File: config.mk
export PLATFORM = sky130hd
export DESIGN_NAME = wb_csr_bridge
export DESIGN_NICKNAME = d
export VERILOG_FILES = /design/src/rtl/wb_csr_bridge_pkg.sv /design/src/rtl/wb_csr_bridge.sv
export SDC_FILE = /design/constraint.sdc
export NUM_CORES = 1
export LEC_CHECK = 0
export ABC_CLOCK_PERIOD_IN_PS = 5000
export CELL_PAD_IN_SITES_DETAIL_PLACEMENT = 1
export CELL_PAD_IN_SITES_GLOBAL_PLACEMENT = 2
export CORE_UTILIZATION = 27
export DETAILED_ROUTE_END_ITERATION = 6
export HOLD_SLACK_MARGIN = 0.03
export PLACE_DENSITY = 0.92
export SETUP_SLACK_MARGIN = 0.05
export SLEW_MARGIN = 30
export SYNTH_ARGS = -nofsm -noshare
export SYNTH_HDL_FRONTEND = slang
export SYNTH_SLANG_ARGS = --single-unit
File: constraint.sdc
create_clock -name sys_clk -period 5 [get_ports sys_clk]
set_input_delay 1 -clock sys_clk [delete_from_list [all_inputs] [get_ports sys_clk]]
set_output_delay 1 -clock sys_clk [all_outputs]
set_load 0.02 [all_outputs]
File: src/rtl/wb_csr_bridge_pkg.sv
// Shared bus definitions for the Wishbone-to-CSR bridge.
// Interconnect widths, CSR address default and FSM state encodings.
package wb_csr_bridge_pkg;

  localparam int WB_AW      = 32;
  localparam int WB_DW      = 32;
  localparam int CSR_AW_DEF = 14;
  localparam int CNT_W      = 3;

  typedef enum logic [1:0] {
    ST_IDLE  = 2'd0,
    ST_WRITE = 2'd1,
    ST_RWAIT = 2'd2,
    ST_ACK   = 2'd3
  } state_e;

endpackage

File: src/rtl/wb_csr_bridge.sv
// Wishbone slave to CSR bus bridge.
// Single-word accesses; reads wait RD_WAIT cycles for csr_di.
module wb_csr_bridge
  import wb_csr_bridge_pkg::*;
#(
  parameter int CSR_AW  = CSR_AW_DEF,
  parameter int RD_WAIT = 1
) (
  input  logic              sys_clk,
  input  logic              sys_rst,
  input  logic [WB_AW-1:0]  wb_adr_i,
  input  logic [WB_DW-1:0]  wb_dat_i,
  output logic [WB_DW-1:0]  wb_dat_o,
  input  logic              wb_cyc_i,
  input  logic              wb_stb_i,
  input  logic              wb_we_i,
  output logic              wb_ack_o,
  output logic [CSR_AW-1:0] csr_a,
  output logic              csr_we,
  output logic [WB_DW-1:0]  csr_do,
  input  logic [WB_DW-1:0]  csr_di
);

  localparam logic [CNT_W-1:0] RD_INIT = CNT_W'(RD_WAIT);

  state_e             r_state;
  state_e             w_next;
  logic [CNT_W-1:0]   r_cnt;
  logic [CSR_AW-1:0]  r_csr_a;
  logic [WB_DW-1:0]   r_csr_do;
  logic [WB_DW-1:0]   r_dat_o;
  logic               r_ack;
  logic               w_req;
  logic               w_csr_we;
  logic               w_unused;

  assign w_req    = wb_cyc_i & wb_stb_i;
  assign w_unused = ^{wb_adr_i[WB_AW-1:CSR_AW+2], wb_adr_i[1:0]};

  // State register
  always_ff @(posedge sys_clk or posedge sys_rst) begin
    if (sys_rst) r_state <= ST_IDLE;
    else         r_state <= w_next;
  end

  // Next-state logic; dropping cyc aborts a transfer in flight
  always_comb begin
    w_next = r_state;
    unique case (r_state)
      ST_IDLE: begin
        if (w_req) w_next = wb_we_i ? ST_WRITE : ST_RWAIT;
      end
      ST_WRITE: begin
        w_next = wb_cyc_i ? ST_ACK : ST_IDLE;
      end
      ST_RWAIT: begin
        if (!wb_cyc_i)       w_next = ST_IDLE;
        else if (r_cnt == '0) w_next = ST_ACK;
      end
      ST_ACK: begin
        w_next = ST_IDLE;
      end
      default: w_next = ST_IDLE;
    endcase
  end

  // Output decode: write strobe lasts exactly the WRITE cycle
  always_comb begin
    w_csr_we = 1'b0;
    if (r_state == ST_WRITE) w_csr_we = 1'b1;
  end

  // Datapath: latch request, count read wait, capture read data, ack
  always_ff @(posedge sys_clk or posedge sys_rst) begin
    if (sys_rst) begin
      r_cnt    <= '0;
      r_csr_a  <= '0;
      r_csr_do <= '0;
      r_dat_o  <= '0;
      r_ack    <= 1'b0;
    end else begin
      r_ack <= (w_next == ST_ACK);
      if (r_state == ST_IDLE && w_req) begin
        r_csr_a  <= wb_adr_i[CSR_AW+1:2];
        r_csr_do <= wb_dat_i;
        r_cnt    <= RD_INIT;
      end
      if (r_state == ST_RWAIT && wb_cyc_i) begin
        if (r_cnt == '0) r_dat_o <= csr_di;
        else             r_cnt   <= r_cnt - 1'b1;
      end
    end
  end

  assign wb_dat_o = r_dat_o;
  assign wb_ack_o = r_ack;
  assign csr_a    = r_csr_a;
  assign csr_we   = w_csr_we;
  assign csr_do   = r_csr_do;

endmodule

==> impl_metrics.tcl, run 1 <==
set metrics [dict create \
    die_y_um 114 \
    track_usage_pct 13.6 \
    netlist_instances 197 \
    worstSkewPairLatency_ps 340 \
    yosys_register_bits 84 \
    final_area_sq_mm 0.00545 \
    drc 0 \
    grt_antenna_before_repair 0 \
    top_layer "met4" \
    cpPeakStageDelay_ps 680 \
    cp_slowest_cell "and4bb_2" \
    crit_required_ps 5210 \
    drv_cap 0 \
    layout_common_cells "162 x clkdlybuf4s50_1, 84 x dfrtp_1, 48 x mux2_2" \
    intPower_w 0.00220 \
    min_period_ps 2850 \
    dpl-instance-area_sq_mm 0.00514 \
    p_leak_nw 2.27 \
    io_buffers 162 \
    worstHoldPathType "flip-flop to flip-flop" \
    num_vias 2290 \
    drive_gt1_share_pct 27.2 \
    path_buf_inv 2 \
    fin_util_pct 45.0 \
    wl_per_cell_um 15.6 \
    die_w_um 114 \
    finClkSkew_ps 8.07 \
    dr.pass1.iters 4 \
    layout_commonest_cell "clkdlybuf4s50_1" \
    grt_overflow 0 \
    endpoint_kind "flip-flop" \
    seqPwrFrac_pct 34.7 \
    wl_met1_um 3120 \
    vias_per_cell 4.27 \
    combPwrFrac_pct 43.9 \
    cts.htree.levels 3 \
    cp_top_family "buffers and inverters" \
    ios 181 \
    cts-root-buf "clkbuf_16" \
    avgSynthCellArea_sq_um 17.2 \
    cts_buffers 9 \
    start_util_pct 27.9 \
    routed-wl-met2_um 4330 \
    ant_nets 0 \
    nNetsFinal 467 \
    fmax_mhz 351 \
    clock-sinks 84 \
    synth_top_cell_area_share_pct 62.1 \
    fin_crit_sh_pct 57.0 \
    swShare_pct 31.8 \
    area_growth_syn_to_layout_pct 61.1 \
    clockBufferDepth 2 \
    path_cells "clkdlybuf4s50_1, and4bb_2, buf_4, mux2_2" \
    max-slew-margin-rel_pct 46.3 \
    worstPathMaxFanout 27 \
    first_iter_violations 58 \
    ys.warnings.count 0 \
    gp_congestion 0.678 \
    core_area_sq_mm 0.0121 \
    synth_area_leaders "dfrtp_1 62%, mux2_2 16%, mux2_4 13%, buf_6 2.7%, and4bb_2 0.74%" \
    ctsHoldBuffers 0 \
    maxSlewViolCount 0 \
    pwr-share-clk_pct 21.5 \
    p_per_area_mw_per_mm2 591 \
    final-setup-viol-count 0 \
    rows 40 \
    grt_setup_unrepaired "false" \
    reg2reg_slack_ps 2860 \
    p_switching_w 0.00103 \
    post_cts_buffers 0 \
    path_clk_slew_ps 60 \
    arrival_ps 3060 \
    wl_um 8360 \
    outcome "finished, final reports clean" \
    tightest_slew_ps 806 \
    syn-num-nets 300 \
    n_antenna_cell 0 \
    synth_largest_area_cell "dfrtp_1" \
    grt_max_degree 46 \
    fill_cells 1230 \
    cts_tree "built" \
    crit_type "primary input to flip-flop" \
    dr_wl_met3_um 768 \
    ys_types 22 \
    synth_area_sq_mm 0.00338 \
    grt_pass1_wl_um 13400 \
    final-hold-violation-count 0 \
    hpwl_um 6190 \
    post_cts_resized 0 \
    start_kind "primary input" \
    grt_pass1_vias 2650 \
    irDropWorstVdd_uv 218 \
    fin_tns_setup_ps 0 \
    seq_area_frac_synth_pct 62.1 \
    die_area_sq_mm 0.0130 \
]
[power by group through the flow]
| stage | logic (W) | clock network (W) | registers, W |
|---|---|---|---|
| floorplan | 0.000402 | 0 | 0.00145 |
| global placement | 0.00140 | 0 | 0.00111 |
| detailed placement | 0.00143 | 0 | 0.00113 |
| CTS | 0.00144 | 0.000719 | 0.00112 |
| global route | 0.00149 | 0.000745 | 0.00115 |
| finish | 0.00141 | 0.000692 | 0.00112 |
[worst reg2reg max path, stage by stage (launching register included)]
cell      delay [ps]
dfrtp_1          440
and4bb_2         750
buf_4            450
mux2_2           390
[cell usage after synthesis, drive strengths merged]
library cell  number
a21o               1
a21oi              1
and2b              1
and3               1
and4bb             2
buf                9
dfrtp             84
ha                 2
inv                5
mux2              78
mux2i              2
nand2              1
nand2b             1
nand3b             2
nand4b             1
nor2               2
nor3b              1
o21a               1
o21ai              1
o31ai              1
[sequential cells by signal, summed over array words and instances (netlist names)]
| register | count |
|---|---|
| wb_ack_o | 1 |
| r_cnt | 3 |
| csr_do | 32 |
| wb_dat_o | 32 |
| csr_a | 14 |
| r_state | 2 |
[area by class of cell]
type	instances	area [sq um]	area share [%]
Sequential cell	84	2100	38.6
Timing Repair Buffer	165	1640	30.2
Multi-Input combinational cell	99	1170	21.4
Clock buffer	10	229	4.20
Tap cell	168	210	3.86
Clock inverter	5	77.6	1.42
Inverter	5	20.0	0.367
[per-layer routing]
| layer | GRT usage [%] | vias up |
|---|---|---|
| met3 | 5.26 | 12 |
| met5 | 0 | - |
| met2 | 24.4 | 107 |
| met4 | 6.49 | 0 |
| li1 | - | 1022 |
| met1 | 13.7 | 1149 |
[metrics by stage]
step | setup slack (ps) | hold WS [ps] | power, W | instances
global placement | 1770 | 468 | 0.00251 | 521
global route | 2010 | 519 | 0.00339 | 536
CTS | 2100 | 490 | 0.00328 | 536
finish | 2150 | 483 | 0.00322 | 536
floorplan | 1830 | 450 | 0.00185 | 197
detailed placement | 1740 | 483 | 0.00256 | 521
[worst paths after layout]
path / start / endpoint / depth (start not counted)
max: wb_cyc_i / csr_a[1] / 4
min: r_cnt[0] / r_cnt[0] / 1
max reg2reg: r_state[1] / csr_a[1] / 3
min reg2reg: r_cnt[0] / r_cnt[0] / 1
max in group asynchronous: sys_rst / wb_dat_o[9] / 3
min in group asynchronous: sys_rst / wb_dat_o[20] / 2
[logic make-up (layout without fill, tap and decap cells)]
logic type               after synthesis  in the layout  synth area share [%]
AND/OR/NAND/NOR                       12             12                  2.96
multiplexers                          80             80                  29.9
adder cells (fa/ha/maj)                2              2                 0.739
AO/OA/AOI/OAI                          5              5                 0.961
buffers and inverters                 14            185                  3.36
flip-flops                            84             84                  62.1
Note: power is estimated with default switching activity, not from simulation.
==> run 2, diff against run 1 <==
ABC_CLOCK_PERIOD_IN_PS = 2500   (was 5000)
CORE_UTILIZATION = 22   (was 27)
PLACE_DENSITY = 0.82   (was 0.92)
clock period = 2.5 ns   (was 5 ns; I/O delays follow)
==> impl_metrics.tcl, run 2 (synthesis results as in run 1) <==
set metrics [dict create \
    wl_per_cell_um 15.7 \
    grt_setup_unrepaired "false" \
    worstHoldPathType "flip-flop to flip-flop" \
    final-instance-count-excl-fill 556 \
    fin_hold_ws_ps 497 \
    outcome "finished, final reports clean" \
    cp_slowest_cell "clkdlybuf4s50_1" \
    pwr-share-clk_pct 21.2 \
    ios 181 \
    io_buffers 162 \
    worstPathMaxFanout 7 \
    cts.htree.levels 3 \
    final-setup-viol-count 0 \
    reg2reg_slack_ps 780 \
    drv_cap 0 \
    start_util_pct 22.9 \
    maxSlewViolCount 0 \
    cts_buffers 9 \
    grt_pass1_vias 2623 \
    path_cells "and2b_2, clkdlybuf4s50_1" \
    irDropWorstVdd_uv 432 \
    min_from "r_cnt[0]" \
    ctsHoldBuffers 0 \
    layout_commonest_cell "clkdlybuf4s50_1" \
    max-slew-margin-rel_pct 55.8 \
    r2r-start "r_cnt[0]" \
    whs_endpoint "r_cnt[0]" \
    layout_common_cells "162 x clkdlybuf4s50_1, 84 x dfrtp_1, 48 x mux2_2" \
    crit_required_ps 2000 \
    clock-sinks 84 \
    core_area_sq_mm 0.0148 \
    crit_type "flip-flop to primary output" \
    start_kind "flip-flop" \
    n_antenna_cell 0 \
    num_vias 2298 \
    holdPathStages 1 \
    post_cts_buffers 0 \
    die_area_sq_mm 0.0159 \
    p_per_area_mw_per_mm2 1170 \
    clockBufferDepth 2 \
    area_growth_syn_to_layout_pct 63.0 \
    seqPwrFrac_pct 34.7 \
    crit_path_start "r_state[1]" \
    tightest_slew_ps 664 \
    drive_gt1_share_pct 28.2 \
    gp_congestion 0.668 \
    grt_max_degree 52 \
    combPwrFrac_pct 44.2 \
    swShare_pct 33.1 \
    rows 44 \
    p_leak_nw 2.27 \
    fin_crit_sh_pct 85.8 \
    cts-root-buf "clkbuf_16" \
    grt_overflow 0 \
    min_period_ps 2140 \
    cts_tree "built" \
    drc 0 \
    vias_per_cell 4.13 \
    cpPeakStageDelay_ps 610 \
    die_y_um 126 \
    finClkSkew_ps 5.57 \
    nNetsFinal 470 \
    worstSkewPairLatency_ps 340 \
    first_iter_violations 57 \
    fmax_mhz 466 \
    final-hold-violation-count 0 \
    path_buf_inv 1 \
    arrival_ps 1640 \
    dr.pass1.iters 4 \
    intPower_w 0.00432 \
    fill_cells 1517 \
    total_power_w 0.00645 \
    endpoint_kind "primary output" \
    p_switching_w 0.00213 \
    fin_tns_setup_ps 0 \
    ant_nets 0 \
    cp_top_family "buffers and inverters" \
    grt_pass1_wl_um 14300 \
    track_usage_pct 11.9 \
    wl_um 8720 \
    hpwl_um 6290 \
    post_cts_resized 0 \
    path_clk_slew_ps 70 \
    ff2ff_path_depth 5 \
    die_w_um 126 \
    rr_endpoint "wb_dat_o[12]" \
    grt_antenna_before_repair 0 \
    dp.cells 540 \
]
run 2: power by group through the flow:
stage	Combinational [W]	Sequential [W]	Clock, W
4_1_cts	0.00288	0.00225	0.00143
6_report	0.00285	0.00224	0.00137
3_3_place_gp	0.00282	0.00221	0
5_1_grt	0.00300	0.00232	0.00147
3_5_place_dp	0.00287	0.00226	0
2_1_floorplan	0.000804	0.00289	0
run 2: worst register-to-register path, cell delays in order, from the launching register on:
cell and delay (ps):
dfrtp_1 400, inv_1 100, ha_1 220, nor3b_4 240, buf_12 270, mux2_2 390
run 2: layer usage:
layer  track usage, %  up-vias  routed length, um
met4             5.10        0                155
met5                0        -                  0
met2             19.7      111               4260
met3             5.78       12                865
li1                 -     1034                  -
met1             12.8     1141               3440
run 2: how the worst max path moves through the flow:
stage	to	depth (start not counted)
global route	csr_we	2
finish	csr_we	2
global placement	wb_dat_o[11]	5
CTS	csr_we	2
floorplan	wb_dat_o[0]	5
detailed placement	wb_dat_o[12]	5
run 2: area by class of cell:
| type | count | area (sq um) | area share, % |
|---|---|---|---|
| Sequential cell | 84 | 2100 | 38.1 |
| Timing Repair Buffer | 168 | 1690 | 30.7 |
| Multi-Input combinational cell | 99 | 1170 | 21.2 |
| Tap cell | 184 | 230 | 4.17 |
| Clock buffer | 9 | 225 | 4.08 |
| Clock inverter | 7 | 76.3 | 1.38 |
| Inverter | 5 | 22.5 | 0.408 |
run 2: stage by stage:
step                instance area, sq um  utilization (%)  setup WS [ps]
floorplan                           3390                -            937
detailed placement                  5220             35.3            288
CTS                                 5520             37.4            333
finish                              5520             37.4            356
global route                        5520             37.4            303
global placement                    5220             35.3            328
